--- src/rtl/regfile_wb_arbiter.sv ---
// rtl/regfile_wb_arbiter.sv - two-requester write-back arbiter with per-requester FIFOs feeding a register file write port
// Optional feature macro: WB_ARB_RR_EN (round-robin arbitration; undefined = fixed priority, A wins)
module regfile_wb_arbiter #(
  parameter int XLEN  = 32,
  parameter int AW    = 5,
  parameter int DEPTH = 2
) (
  input  logic            clk,
  input  logic            rst,
  input  logic            a_valid,
  input  logic [AW-1:0]   a_rd,
  input  logic [XLEN-1:0] a_data,
  output logic            a_ready,
  input  logic            b_valid,
  input  logic [AW-1:0]   b_rd,
  input  logic [XLEN-1:0] b_data,
  output logic            b_ready,
  output logic            we,
  output logic [AW-1:0]   wr,
  output logic [XLEN-1:0] wd,
  input  logic [AW-1:0]   qry_rd,
  output logic            qry_pend
);
  localparam int PW = $clog2(DEPTH);
  localparam int EW = AW + XLEN;
  localparam logic [PW:0] PTR_ONE  = (PW+1)'(1);
  localparam logic [PW:0] CNT_FULL = (PW+1)'(DEPTH);

  // Index 0 is requester A, index 1 is requester B; entries are {rd, data}
  logic [EW-1:0]   mem_q [2][DEPTH];
  logic [PW:0]     wp_q  [2];
  logic [PW:0]     rp_q  [2];
  logic [PW:0]     cnt   [2];
  logic [EW-1:0]   in_ent[2];
  logic [EW-1:0]   head  [2];
  logic [1:0]      in_valid;
  logic [1:0]      full;
  logic [1:0]      empty;
  logic [1:0]      rdy;
  logic [1:0]      push;
  logic [1:0]      gnt;
  logic [EW-1:0]   sel;
  logic            we_q, we_d;
  logic [AW-1:0]   wr_q, wr_d;
  logic [XLEN-1:0] wd_q, wd_d;
  logic            hit;
  logic [PW-1:0]   off;
`ifdef WB_ARB_RR_EN
  logic            prio_q, prio_d;
`endif

  assign in_valid  = {b_valid, a_valid};
  assign in_ent[0] = {a_rd, a_data};
  assign in_ent[1] = {b_rd, b_data};

  // FIFO occupancy from wrap-bit pointers; ready never depends on valid or on a same-cycle pop
  always_comb begin
    for (int r = 0; r < 2; r++) begin
      cnt[r]   = wp_q[r] - rp_q[r];
      empty[r] = (cnt[r] == '0);
      full[r]  = (cnt[r] == CNT_FULL);
      rdy[r]   = !rst && !full[r];
      push[r]  = in_valid[r] && rdy[r];
      head[r]  = mem_q[r][rp_q[r][PW-1:0]];
    end
  end

  // Pick one head per cycle and form the next write-port value; rd=0 heads are dropped silently
  always_comb begin
`ifdef WB_ARB_RR_EN
    gnt[1] = !empty[1] && (empty[0] || prio_q);
    prio_d = (!empty[0] && !empty[1]) ? !prio_q : prio_q;
`else
    gnt[1] = !empty[1] && empty[0];
`endif
    gnt[0] = !empty[0] && !gnt[1];
    sel    = gnt[1] ? head[1] : head[0];
    we_d   = 1'b0;
    wr_d   = wr_q;
    wd_d   = wd_q;
    if ((|gnt) && (sel[EW-1:XLEN] != '0)) begin
      we_d = 1'b1;
      wr_d = sel[EW-1:XLEN];
      wd_d = sel[XLEN-1:0];
    end
  end

  // Hazard query: any occupied FIFO slot or the in-flight write targeting qry_rd
  always_comb begin
    hit = we_q && (wr_q == qry_rd);
    off = '0;
    for (int r = 0; r < 2; r++) begin
      for (int i = 0; i < DEPTH; i++) begin
        off = PW'(i) - rp_q[r][PW-1:0];
        if (({1'b0, off} < cnt[r]) && (mem_q[r][i][EW-1:XLEN] == qry_rd)) hit = 1'b1;
      end
    end
    qry_pend = hit && (qry_rd != '0);
  end

  // Pointers, write-port register and arbitration pointer
  always_ff @(posedge clk) begin
    if (rst) begin
      for (int r = 0; r < 2; r++) begin
        wp_q[r] <= '0;
        rp_q[r] <= '0;
      end
      we_q <= 1'b0;
      wr_q <= '0;
      wd_q <= '0;
`ifdef WB_ARB_RR_EN
      prio_q <= 1'b0;
`endif
    end else begin
      for (int r = 0; r < 2; r++) begin
        if (push[r]) wp_q[r] <= wp_q[r] + PTR_ONE;
        if (gnt[r])  rp_q[r] <= rp_q[r] + PTR_ONE;
      end
      we_q <= we_d;
      wr_q <= wr_d;
      wd_q <= wd_d;
`ifdef WB_ARB_RR_EN
      prio_q <= prio_d;
`endif
    end
  end

  // Entry storage, written only on accepted pushes (push is already blocked during reset)
  always_ff @(posedge clk) begin
    for (int r = 0; r < 2; r++) begin
      if (push[r]) mem_q[r][wp_q[r][PW-1:0]] <= in_ent[r];
    end
  end

  assign a_ready = rdy[0];
  assign b_ready = rdy[1];
  assign we      = we_q;
  assign wr      = wr_q;
  assign wd      = wd_q;

endmodule

--- config.mk ---
export PLATFORM = sky130hd
export DESIGN_NAME = regfile_wb_arbiter
export DESIGN_NICKNAME = d
export VERILOG_FILES = /design/src/rtl/regfile_wb_arbiter.sv
export SDC_FILE = /design/constraint.sdc
export NUM_CORES = 1
export LEC_CHECK = 0
export ABC_AREA = 1
export CORE_UTILIZATION = 50
export DETAILED_ROUTE_END_ITERATION = 10
export PLACE_DENSITY = 0.75
export SLEW_MARGIN = 20
export SYNTH_ARGS = -nofsm -noshare
export SYNTH_HDL_FRONTEND = slang
export SYNTH_SLANG_ARGS = --single-unit
--- constraint.sdc ---
create_clock -name clk -period 9.5 [get_ports clk]
set_input_delay 1.425 -clock clk [delete_from_list [all_inputs] [get_ports clk]]
set_output_delay 1.425 -clock clk [all_outputs]
set_load 0.02 [all_outputs]
* After elaboration in Yosys (flattened, before gate mapping)
Memory sizes are Yosys's and may differ from the RTL's.
Cells that the tools add are included.
** Operators by class
- Add/sub/neg operators :: 10
- Multiply operators :: 0
- Divide/modulo/power cells :: 0
- $lt $le $gt $ge :: 10
- Equal/unequal tests :: 7
- Shift-type cells :: 0
- Multiplexer cells :: 36
- Bitwise gates (word level) :: 8
- Reduce and logical (&&, ||, !) cells :: 26
** Operators with widths (number)
- 37-bit two-way mux :: 9
- 74-bit two-way mux :: 2
- 37-bit demux with 1-bit select :: 2
- 5-bit == test :: 5
- 1-bit two-way mux :: 19
- 1-bit logical AND :: 15
- 5-bit nonzero test :: 2
- 2-bit by 1-bit adder with 2-bit output (second input constant) :: 4
- 2-bit >= comparator (second input constant) :: 4
- 1-bit by 2-bit less-than comparator with 1-bit output :: 4
- 2-bit two-way mux :: 4
- 1-bit NOT with 2-bit output :: 4
- 1-bit logical NOT :: 6
- 2-bit == test (second input constant) :: 2
- 2-bit logical NOT :: 2
- 2-bit by 1-bit less-than comparator with 1-bit output (second input constant) :: 2
- 1-bit OR :: 4
- 1-bit subtractor (first input constant) :: 4
- 2-bit subtractor :: 2
- 2-bit OR reduction :: 1
** Word-level totals
- Register bits :: 38
- Bits in latches :: 0
- RAM bits :: 156
- ROM bits :: 0
- Input bits :: 83
- Output and inout port bits :: 41
- Logic and storage cells :: 103
- Memories :: 3
** Memories
- mem_q :: depth 2, width 74, rd ports 2, clocked after memory_dff 0, wr ports 2, RTL line 30 : logic [EW-1:0] mem_q [2][DEPTH];
- rp_q :: depth 2, width 2, rd ports 2, clocked after memory_dff 0, wr ports 2, RTL line 32 : logic [PW:0] rp_q [2];
- wp_q :: depth 2, width 2, rd ports 2, clocked after memory_dff 0, wr ports 2, RTL line 31 : logic [PW:0] wp_q [2];

* Logic depth before layout (Yosys ltp)
- Depth after elaboration :: 10
- Depth in mapped cells :: 17
- Gate-level depth less buffers :: 16

* Worst setup path after synthesis
Ideal clock, no wire load.
- Path kind :: input-to-reg
- Start :: in rst
- End :: mem mem_q[0][0] (netlist bit) (enable)
- Data arrival time :: 3589 ps
- Required time :: 9069 ps
- Setup slack :: 5480 ps
- Stages :: 3
- Buffers on the path :: 0
- Path through :: a21oi_1 > nand2_1 > nor2_1
** RTL lines
- start: declaration :: RTL line 9 : input logic rst,
- end: declaration :: RTL line 30

* Worst setup path in the final report
- Start :: in qry_rd[3]
- End :: out qry_pend
** Between the ends
- Longest elaborated chain between the ends :: 7
** RTL lines
- start: declaration :: RTL line 21 : input logic [AW-1:0] qry_rd,
- 5-bit == test (on tied branches) :: RTL line 90, 95
- 1-bit logical AND (on tied branches) :: RTL line 90, 95
- 1-bit two-way mux (4 in a row) :: RTL line 95 : if (({1'b0, off} < cnt[r]) && (mem_q[r][i][EW-1:XLEN] == qry_rd)) hit = 1'b1;
- 1-bit logical AND * :: RTL line 98 : qry_pend = hit && (qry_rd != '0);
- end: declaration :: RTL line 22 : output logic qry_pend
Mark *: on every way between the ends. The rest lies on a longest branch, timed or not.

==> results <==
- The first TritonRoute pass finished after 5 iterations.
- After clock tree synthesis, the flow added hold-fix buffers numbering 0.
- The combinational family with the most area after synthesis is simple AND/OR/NAND/NOR gates.
- For hold timing, the worst endpoint is wd[0]$_SDFFE_PP0P_.
- The count of flip-flops with a built-in enable after synthesis is 156.
- The count of endpoints failing hold in the final timing report was 0.
- Entering global routing, the biggest net connects 72 pins.
- The final instance area is 10300 um^2.
- The clock buffer count from CTS is 17.
- Of the total power, combinational logic draws 44.0%.
- The count of antenna diodes in the layout is 0.
- The required time of the worst setup path is 8.08 ns.
- Once the floorplan was initialized, standard cells occupied 51.7% of the core.
- The switching part of the total power is 39.2%.
- The proportion of layout cells with a drive suffix above 1 is 12.0%.
- The total global routing track utilization is 24.2%.
- The total placed instance area is 9670 um^2.
- The synthesized area divided by synthesized cell count is 11.3 um^2.
- The maximum clock frequency is 0.199 GHz.
- The clock tree from TritonCTS is yes.
- Across the routed clock network, the largest skew measured is 0.0109 ns.
- Routability-driven placement finished with a final weighted congestion of 1.01.
- Relative to the synthesized area, the layout overhead comes to 23.8%.
- The number of flip-flops and latches in the synthesized netlist is 194.
- The number of input and output port buffers inserted is 123.
- The internal portion of the total power is 2.13 mW.
- The sequential share of power is 34.7%.
- Once the clock tree was built, the resizer swapped 0 gates to a different size.
- Counting instances in the post-synthesis netlist gives the leading cell types as 156 x edfxtp_1, 143 x nor2_1, 82 x nand2_1.
- The post-synthesis net count is 825.
- VDD sags by at most 0.217 mV.
- The worst pin sits at a relative slew slack of 35.4%.
- The overall die area is 17100 um^2.
- The adder and majority cell fraction of the synthesized area is 0.904%.
- The share of total power dissipated in the clock network is 21.3%.
- In this run the count of I/O pins placed on the die edge is 124.
- For the pin with the worst max-slew slack, the measured transition is 0.966 ns.
- During synthesis, Yosys emitted a total of 0 warnings.
- In this run the critical register-to-register path is launched from rp_q[0][2]$_SDFFCE_PN0P_.
- The starting DRC count in detailed routing is 375.
- The type of origin of the critical path is an input port.
- The biggest area contributor in the post-synthesis netlist is edfxtp_1.
- The die boundary height is 131 um.
- The count of unique library cells instantiated by Yosys is 37.
- After routing, the total negative slack on setup checks comes to 0 ns.
- The wire length of the first global-routing pass is 30400 um.
- After synthesis, the largest area contributor takes up 56.4% of total cell area.
- Across the run, the number of max-cap violations was 0.
- Summing the areas of all and, or, nand and nor instances in the mapped netlist gives 18.1% of the synthesized area.
- The flow ran to the end, and the final reports show no timing, DRC or antenna violations.
- The total via count in the routed design is 5845.
- Counting instances, the worst hold path has a depth of 2.
- The synthesized-area fraction occupied by ao, oa, aoi and oai cells is 8.01%.
- In this run the power spent charging and discharging nets is 1.37 mW.
- The core region is 16100 um^2.
- The clock drives 194 sinks.
- Of the available clock period, the critical path in the final layout requires 52.8%.
- The initial antenna violation count is 0.
- In the routed layout, each cell is associated on average with a via count of 5.41.
- The maximum root-to-sink buffer count is 2.
- The final cell count without fillers is 1080.
- The type of the worst setup path is input port to output port.
- The synthesized netlist devotes 1.05% of its cell area to XOR and XNOR gates.
- Setup repair after global routing left no endpoint under its margin.
- The via count of the first global-routing pass is 5864.
- The library cell with the highest instance count after synthesis is edfxtp_1.
- The clock transition at the register clock pins on the worst setup and hold paths after CTS is 0.06 ns.
- The detailed-route wire length per cell is 18.1 um.
- The H-tree generated during clock tree synthesis spans 4 levels.
- The number of nets in the layout is 940.
- Along the worst path, the maximum fanout reaches 6.
- The number of nets with antenna violations after detailed routing is 0.
- The worst register-to-register path ends at wd[13]$_SDFFE_PP0P_.
- Setup violations remaining at the end of the flow were counted as 0.
- The gate count after technology mapping is 736.
- The leakage power total is 4.00 nW.
- In this run the worst hold path is classified as register to register.
- Multiplexer cells account for 0.482% of the synthesized area.
- STA classifies the critical path endpoint as an output port.
- In the routed design, unresolved DRC markers number 0.
- The initialized floorplan defines 46 standard-cell rows.
- The data arrival time at the worst-slack endpoint is 3.59 ns.
- The final critical delay including setup and external delays is 5.02 ns.
- Counting tap cells, the placed design contains a total of 1048 instances.
- The part of the Yosys area used for sequential elements is 65.6%.
- The leftover overflow at the end of global routing is 0.
- The worst min-delay path startpoint is wd[0]$_SDFFE_PP0P_.
- After clock tree synthesis, the setup repair step added 0 buffers.
- The max-slew violation count is 0.
- Counting the fill cells in the layout gives 1214.
- For this design the ratio of total power to cell area is 340 nW/um^2.
- The die is 131 um wide.
- The sum of net half-perimeters after detailed placement is 12000 um.
- The later pin in the worst-skew pair is clocked with a latency of 0.43 ns.
- In this run the clock root is driven by a clkbuf_16.
- The post-detailed-routing wire length is 19500 um.
- The worst register-to-register path has a setup slack of 5.61 ns.
- Sorting the synthesized cells by area gives the leading types as edfxtp_1 56%, dfxtp_1 9.2%, nor2_1 6.5%, nand2_1 3.7%, o211ai_1 2.9%.
- The worst register-to-register path has a depth of 12.
- In the synthesized netlist the async set-or-reset flop fraction comes to 0%.
- The synthesized netlist occupies a cell area of 8310 um^2.
- The dominant synthesized flop cell is edfxtp_1.
-- cell families (layout without fill, tap and decap cells) --
group | after synthesis | in the layout
fa+ha+maj | 6 | 6
flops | 194 | 194
xor+xnor | 10 | 10
compound gates | 94 | 94
buf+inv | 102 | 230
mux | 4 | 4
simple gates | 326 | 326
-- worst max-delay path by stage --
stage	from	endpoint	slack, ns	depth (start not counted)
CTS	qry_rd[2]	qry_pend	4.51	9
floorplan	rst	mem_q[0][0]$_DFFE_PP_	5.48	3
global placement	qry_rd[2]	qry_pend	4.60	9
finish	qry_rd[3]	qry_pend	4.48	10
global route	qry_rd[3]	qry_pend	4.38	10
detailed placement	qry_rd[2]	qry_pend	4.52	9
-- per-layer routing --
metal	GRT usage [%]	share of wire, %
met1	31.9	43
met2	40.0	48
met3	4.56	6.8
met4	8.99	1.8
met5	0	0
-- layout make-up --
type / instances / area, um^2 / share of cell area, %
Multi-Input combinational cell: 440 / 2400 / 23.4
Clock inverter: 12 / 178 / 1.73
Inverter: 65 / 244 / 2.37
Sequential cell: 194 / 5450 / 53.0
Tap cell: 216 / 270 / 2.63
Timing Repair Buffer: 133 / 1310 / 12.7
Clock buffer: 20 / 437 / 4.25
-- layout by cell type, fill, tap and decap left out, drive strengths merged, types with 5 or more instances in the layout --
| master | count |
|---|---|
| clkbuf | 20 |
| inv | 65 |
| buf | 10 |
| o21ai | 12 |
| ha | 6 |
| o22ai | 5 |
| a21oi | 6 |
| or2 | 33 |
| nor2 | 151 |
| clkinv | 7 |
| xor2 | 6 |
| edfxtp | 156 |
| nand2 | 89 |
| clkdlybuf4s50 | 123 |
| o31ai | 32 |
| nand3 | 48 |
| o211ai | 32 |
| dfxtp | 38 |
-- through the flow --
stage	util [%]	hold slack, ns	setup WS, ns	power, mW
after floorplan	-	0.558	5.48	2.36
after global placement	60.2	0.465	4.60	2.72
after detailed placement	60.2	0.471	4.52	2.77
after CTS	64.0	0.486	4.51	3.52
after global routing	64.0	0.503	4.38	3.74
final	64.0	0.482	4.48	3.50
-- worst max-delay path, cell delays in order --
cell and delay (ns):
clkdlybuf4s50_1 0.58, inv_1 0.16, nand2_1 0.11, o21ai_0 0.08, nor4_1 0.30, o21ai_0 0.15
nand2_1 0.08, nor2_1 0.04, nor2_1 0.07, clkdlybuf4s50_1 0.60
-- flip-flops by register name, summed over array words and instances, names as in the netlist --
name   flops
rp_q       4
wp_q       4
wd        32
we         1
mem_q    148
wr         5
-- power groups by stage --
stage / sequential [mW] / clock, mW / combinational (mW)
4_1_cts: 1.21 / 0.756 / 1.55
3_5_place_dp: 1.23 / 0 / 1.54
6_report: 1.22 / 0.746 / 1.54
2_1_floorplan: 1.28 / 0 / 1.08
5_1_grt: 1.23 / 0.790 / 1.72
3_3_place_gp: 1.22 / 0 / 1.50
Power figures use the tool's default switching activity.
==> RTL change 1 (same settings) <==
`AW`: 5 -> 4.
--- a/src/rtl/regfile_wb_arbiter.sv
+++ b/src/rtl/regfile_wb_arbiter.sv
@@ -2,7 +2,7 @@
 // Optional feature macro: WB_ARB_RR_EN (round-robin arbitration; undefined = fixed priority, A wins)
 module regfile_wb_arbiter #(
   parameter int XLEN  = 32,
-  parameter int AW    = 5,
+  parameter int AW    = 4,
   parameter int DEPTH = 2
 ) (
   input  logic            clk,
Interface: changed (resized a_rd, b_rd, qry_rd and wr); port bits go from 124 to 120. No check against the original RTL was run, so the function may have changed too.
==> RTL change 1 against the original RTL <==
Register-to-register slack got worse by 0.30 ns. First-iteration DRC count decreased by 8.5%. Clock skew decreased by 0.0030 ns. Power decreased by 3.2%. Synthesized area decreased by 2.8%. Worst setup slack improved by 0.15 ns. Sequential cell count decreased by 5. Sequential share of layout area decreased by 0.33 points. Design area decreased by 2.0%. Wire length decreased by 17%. Critical endpoint unchanged.
==> RTL change 1: results (changes against the original RTL) <==
- Synthesized Nets: 824 (was 825)
- Wire length on met1: 6760 µm (was 8390 µm)
- Switching pwr: 0.00129 W (was 0.00137 W)
- XOR/XNOR Fraction of Synth Area: 0.0109 (was 0.0105)
- Reg2reg start: rp_q[0][0]$_SDFFCE_PN0P_ (was rp_q[0][2]$_SDFFCE_PN0P_)
- DR vias: 5335 (was 5845)
- Library cells used by synthesis: 30 (was 37)
- TritonRoute pass-1 iters: 4 (was 5)
- Post-synth top cells: 212 x nand2_1, 152 x edfxtp_1, 55 x nor2_1 (was 156 x edfxtp_1, 143 x nor2_1, 82 x nand2_1)
- Vias per inst: 4.96 (was 5.41)
- Layout cells sized above 1: 0.0837 (was 0.120)
- Top cells by area, synth: edfxtp_1 57%, nand2_1 9.9%, dfxtp_1 9.2% (was edfxtp_1 56%, dfxtp_1 9.2%, nor2_1 6.5%)
- Layout Nets: 933 (was 940)
- WP data arrival: 3.45 ns (was 3.59 ns)
- Proportion of synthesized area in mux cells: 0.0397 (was 0.00482)
- Largest net degree at the start of global routing: 70 (was 72)
- Combinational power share: 0.439 (was 0.440)
- Avg Cell Area, Syn: 10.9 µm² (was 11.3 µm²)
- First-pass GRT wire length: 25500 µm (was 30400 µm)
- Met3 usage: 0.0438 (was 0.0456)
- Flop pwr share: 0.344 (was 0.347)
- Worst vdd ir: 170 µV (was 217 µV)
- Post-synth EDFFs: 152 (was 156)
- Worst rel slew slack: 0.409 (was 0.354)
- Vias in the first global route: 5152 (was 5864)
- Setup WS pre-CTS: 4.63 ns (was 4.52 ns)
- Crit Path Max Fanout: 7 (was 6)
- Outcome: completed (unchanged)
- Placed cell count: 1042 (was 1048)
- Register area share after synthesis: 0.657 (was 0.656)
- HPWL Detailed: 10000 µm (was 12000 µm)
- Worst Skew: 0.00787 ns (was 0.0109 ns)
- Worst hold path startpoint: wd[27]$_SDFFE_PP0P_ (was wd[0]$_SDFFE_PP0P_)
RTL change 1: cell count changes after synthesis, sizes merged, moves of 4 or more:
cell,unedited run,this run
buf,25,30
mux2i,4,32
clkbuf,12,7
o31ai,32,0
nand2,89,215
inv,62,55
edfxtp,156,152
or2,33,1
xor2,6,0
nor2,151,56
xnor2,4,10
a21oi,6,41
o21ai,12,38
o211ai,32,0
RTL change 1: path summary, 6_finish.rpt:
kind / slack [ns] / end / cells past startpoint
hold reg to reg: 0.48 / wd[27]$_SDFFE_PP0P_ / 2
setup reg to reg: 5.31 / wr[1]$_SDFFE_PP0P_ / 14
hold / removal: 0.48 / wd[27]$_SDFFE_PP0P_ / 2
setup / recovery: 4.63 / qry_pend / 8
RTL change 1: cell type report:
| class | count | share of cell area |
|---|---|---|
| sequential | 189 | 0.526 |
| clock buffer | 23 | 0.0484 |
| inverter | 56 | 0.0209 |
| tap | 216 | 0.0268 |
| multi-input combinational | 456 | 0.236 |
| timing repair buffer | 127 | 0.128 |
| clock inverter | 9 | 0.0133 |
==> RTL change 2 (config.mk and constraints unchanged) <==
Made on the original files. Reset style: asynchronous (`rst`), changed in one clocked block.
--- a/src/rtl/regfile_wb_arbiter.sv
+++ b/src/rtl/regfile_wb_arbiter.sv
@@ -99,7 +99,7 @@
   end
 
   // Pointers, write-port register and arbitration pointer
-  always_ff @(posedge clk) begin
+  always_ff @(posedge clk or posedge rst) begin
     if (rst) begin
       for (int r = 0; r < 2; r++) begin
         wp_q[r] <= '0;
Check against the original RTL: differs if rst is asserted again (counterexample within 4 cycles, from zero or initial values and one cycle with rst high); with rst held inactive, the same outputs for 4 cycles.
==> RTL change 2 against the original RTL <==
Wire length is 2.8% lower. Die area is 2.4% lower. Sequential cell count stayed put. Sequential share of layout area is 2.3 points higher. Synthesized area is 2.4% lower. Register-to-register slack worse by 0.15 ns. Via count is 3.2% lower. Design area is 1.5% lower. Count of clock-buffer cells in the layout is 3 higher. Largest cell class unchanged. Worst setup slack better by 0.19 ns. Power is 7.2% higher. Combinational power is 6% higher.
==> RTL change 2: results (changes against the original RTL) <==
- Outcome: completed (unchanged)
- WP data arrival: 3.40 ns (was 3.59 ns)
- Crit Path Max Fanout: 41 (was 6)
- M2 GR Usage: 0.400 (about the same)
- #MultiIn Comb: 482 (was 440)
- Worst rel slew slack: 0.296 (was 0.354)
- Setup slack, reg-to-reg: 5.46 ns (was 5.61 ns)
- Worst vdd ir: 302 µV (was 217 µV)
- Number of non-clock buffers: 129 (was 133)
- First-pass GRT wire length: 29700 µm (was 30400 µm)
- Library cells used by synthesis: 30 (was 37)
- XOR/XNOR Fraction of Synth Area: 0.0205 (was 0.0105)
- Largest net degree at the start of global routing: 71 (was 72)
- Crit path from: rp_q[0]$_DFFE_PP0N_ (was qry_rd[3])
- Layout cells sized above 1: 0.0582 (was 0.120)
- Vias in the first global route: 5496 (was 5864)
- WL met3: 1200 µm (was 1330 µm)
- Ys async rst share: 0.237 (was 0)
- Synth Area in Adders: 0.00926 (was 0.00904)
- Layout clock area frac: 0.0629 (was 0.0597)
- Post-synth EDFFs: 148 (was 156)
- Top cells by area, synth: edfxtp_1 55%, dfrtp_1 14%, nand2_1 14% (was edfxtp_1 56%, dfxtp_1 9.2%, nor2_1 6.5%)
- Register area share after synthesis: 0.690 (was 0.656)
- HPWL Detailed: 11000 µm (was 12000 µm)
- Synth Area in Compound Gates: 0.0366 (was 0.0801)
- Wire length on met1: 8260 µm (was 8390 µm)
- WL/cell: 17.3 µm (was 18.1 µm)
- Clock power frac: 0.204 (was 0.213)
- Final Cycle Share: 0.508 (was 0.528)
- Synth Instances: 751 (was 736)
- Net Sw Frac: 0.395 (was 0.392)
- Met1 track demand over resource: 0.328 (was 0.319)
- Flop pwr share: 0.362 (was 0.347)
- Final Cell Area: 10100 µm² (was 10300 µm²)
- Gpl congestion: 0.860 (was 1.01)
- CP max stage delay: 0.96 ns (was 0.60 ns)
- Metal2 WL: 9350 µm (was 9440 µm)
- CLK BUF: 23 (was 20)
- Post-synth top cells: 292 x nand2_1, 148 x edfxtp_1, 63 x nor2_1 (was 156 x edfxtp_1, 143 x nor2_1, 82 x nand2_1)
- Pleak: 4.14 nW (was 4.00 nW)
- Worst hold path startpoint: wd[27]$_DFFE_PP0P_ (was wd[0]$_SDFFE_PP0P_)
- Signal inverters: 40 (was 65)
- Vias per inst: 5.17 (was 5.41)
- Met3 usage: 0.0537 (was 0.0456)
- Setup WS pre-CTS: 4.72 ns (was 4.52 ns)
- Worst Skew: 0.0116 ns (was 0.0109 ns)
- GRT Total Usage: 0.244 (was 0.242)
-- RTL change 2: cell types whose count changed after synthesis, sizes merged, moves of 32 or more --
cell	before	now
a31oi	0	32
dfrtp	0	46
dfxtp	38	0
nand2	89	295
nor2	151	64
o211ai	32	0
o31ai	32	0
or2	33	1
-- RTL change 2: path summary, 6_finish.rpt --
kind                                       endpoint  cells after the start
worst max-delay path                       qry_pend                      9
min in group asynchronous              we$_DFF_PP0_                      3
worst min-delay path             wd[27]$_DFFE_PP0P_                      2
worst max register to register   wd[22]$_DFFE_PP0P_                     13
max in group asynchronous       rp_q[0]$_DFFE_PP0N_                      3
worst min register to register   wd[27]$_DFFE_PP0P_                      2
-- RTL change 2: metrics by stage --
step	power, W	hold WS [ns]
after floorplan	0.00246	0.462
after detailed placement	0.00300	0.458
after global routing	0.00403	0.491
final	0.00375	0.469
after CTS	0.00378	0.474
after global placement	0.00295	0.453
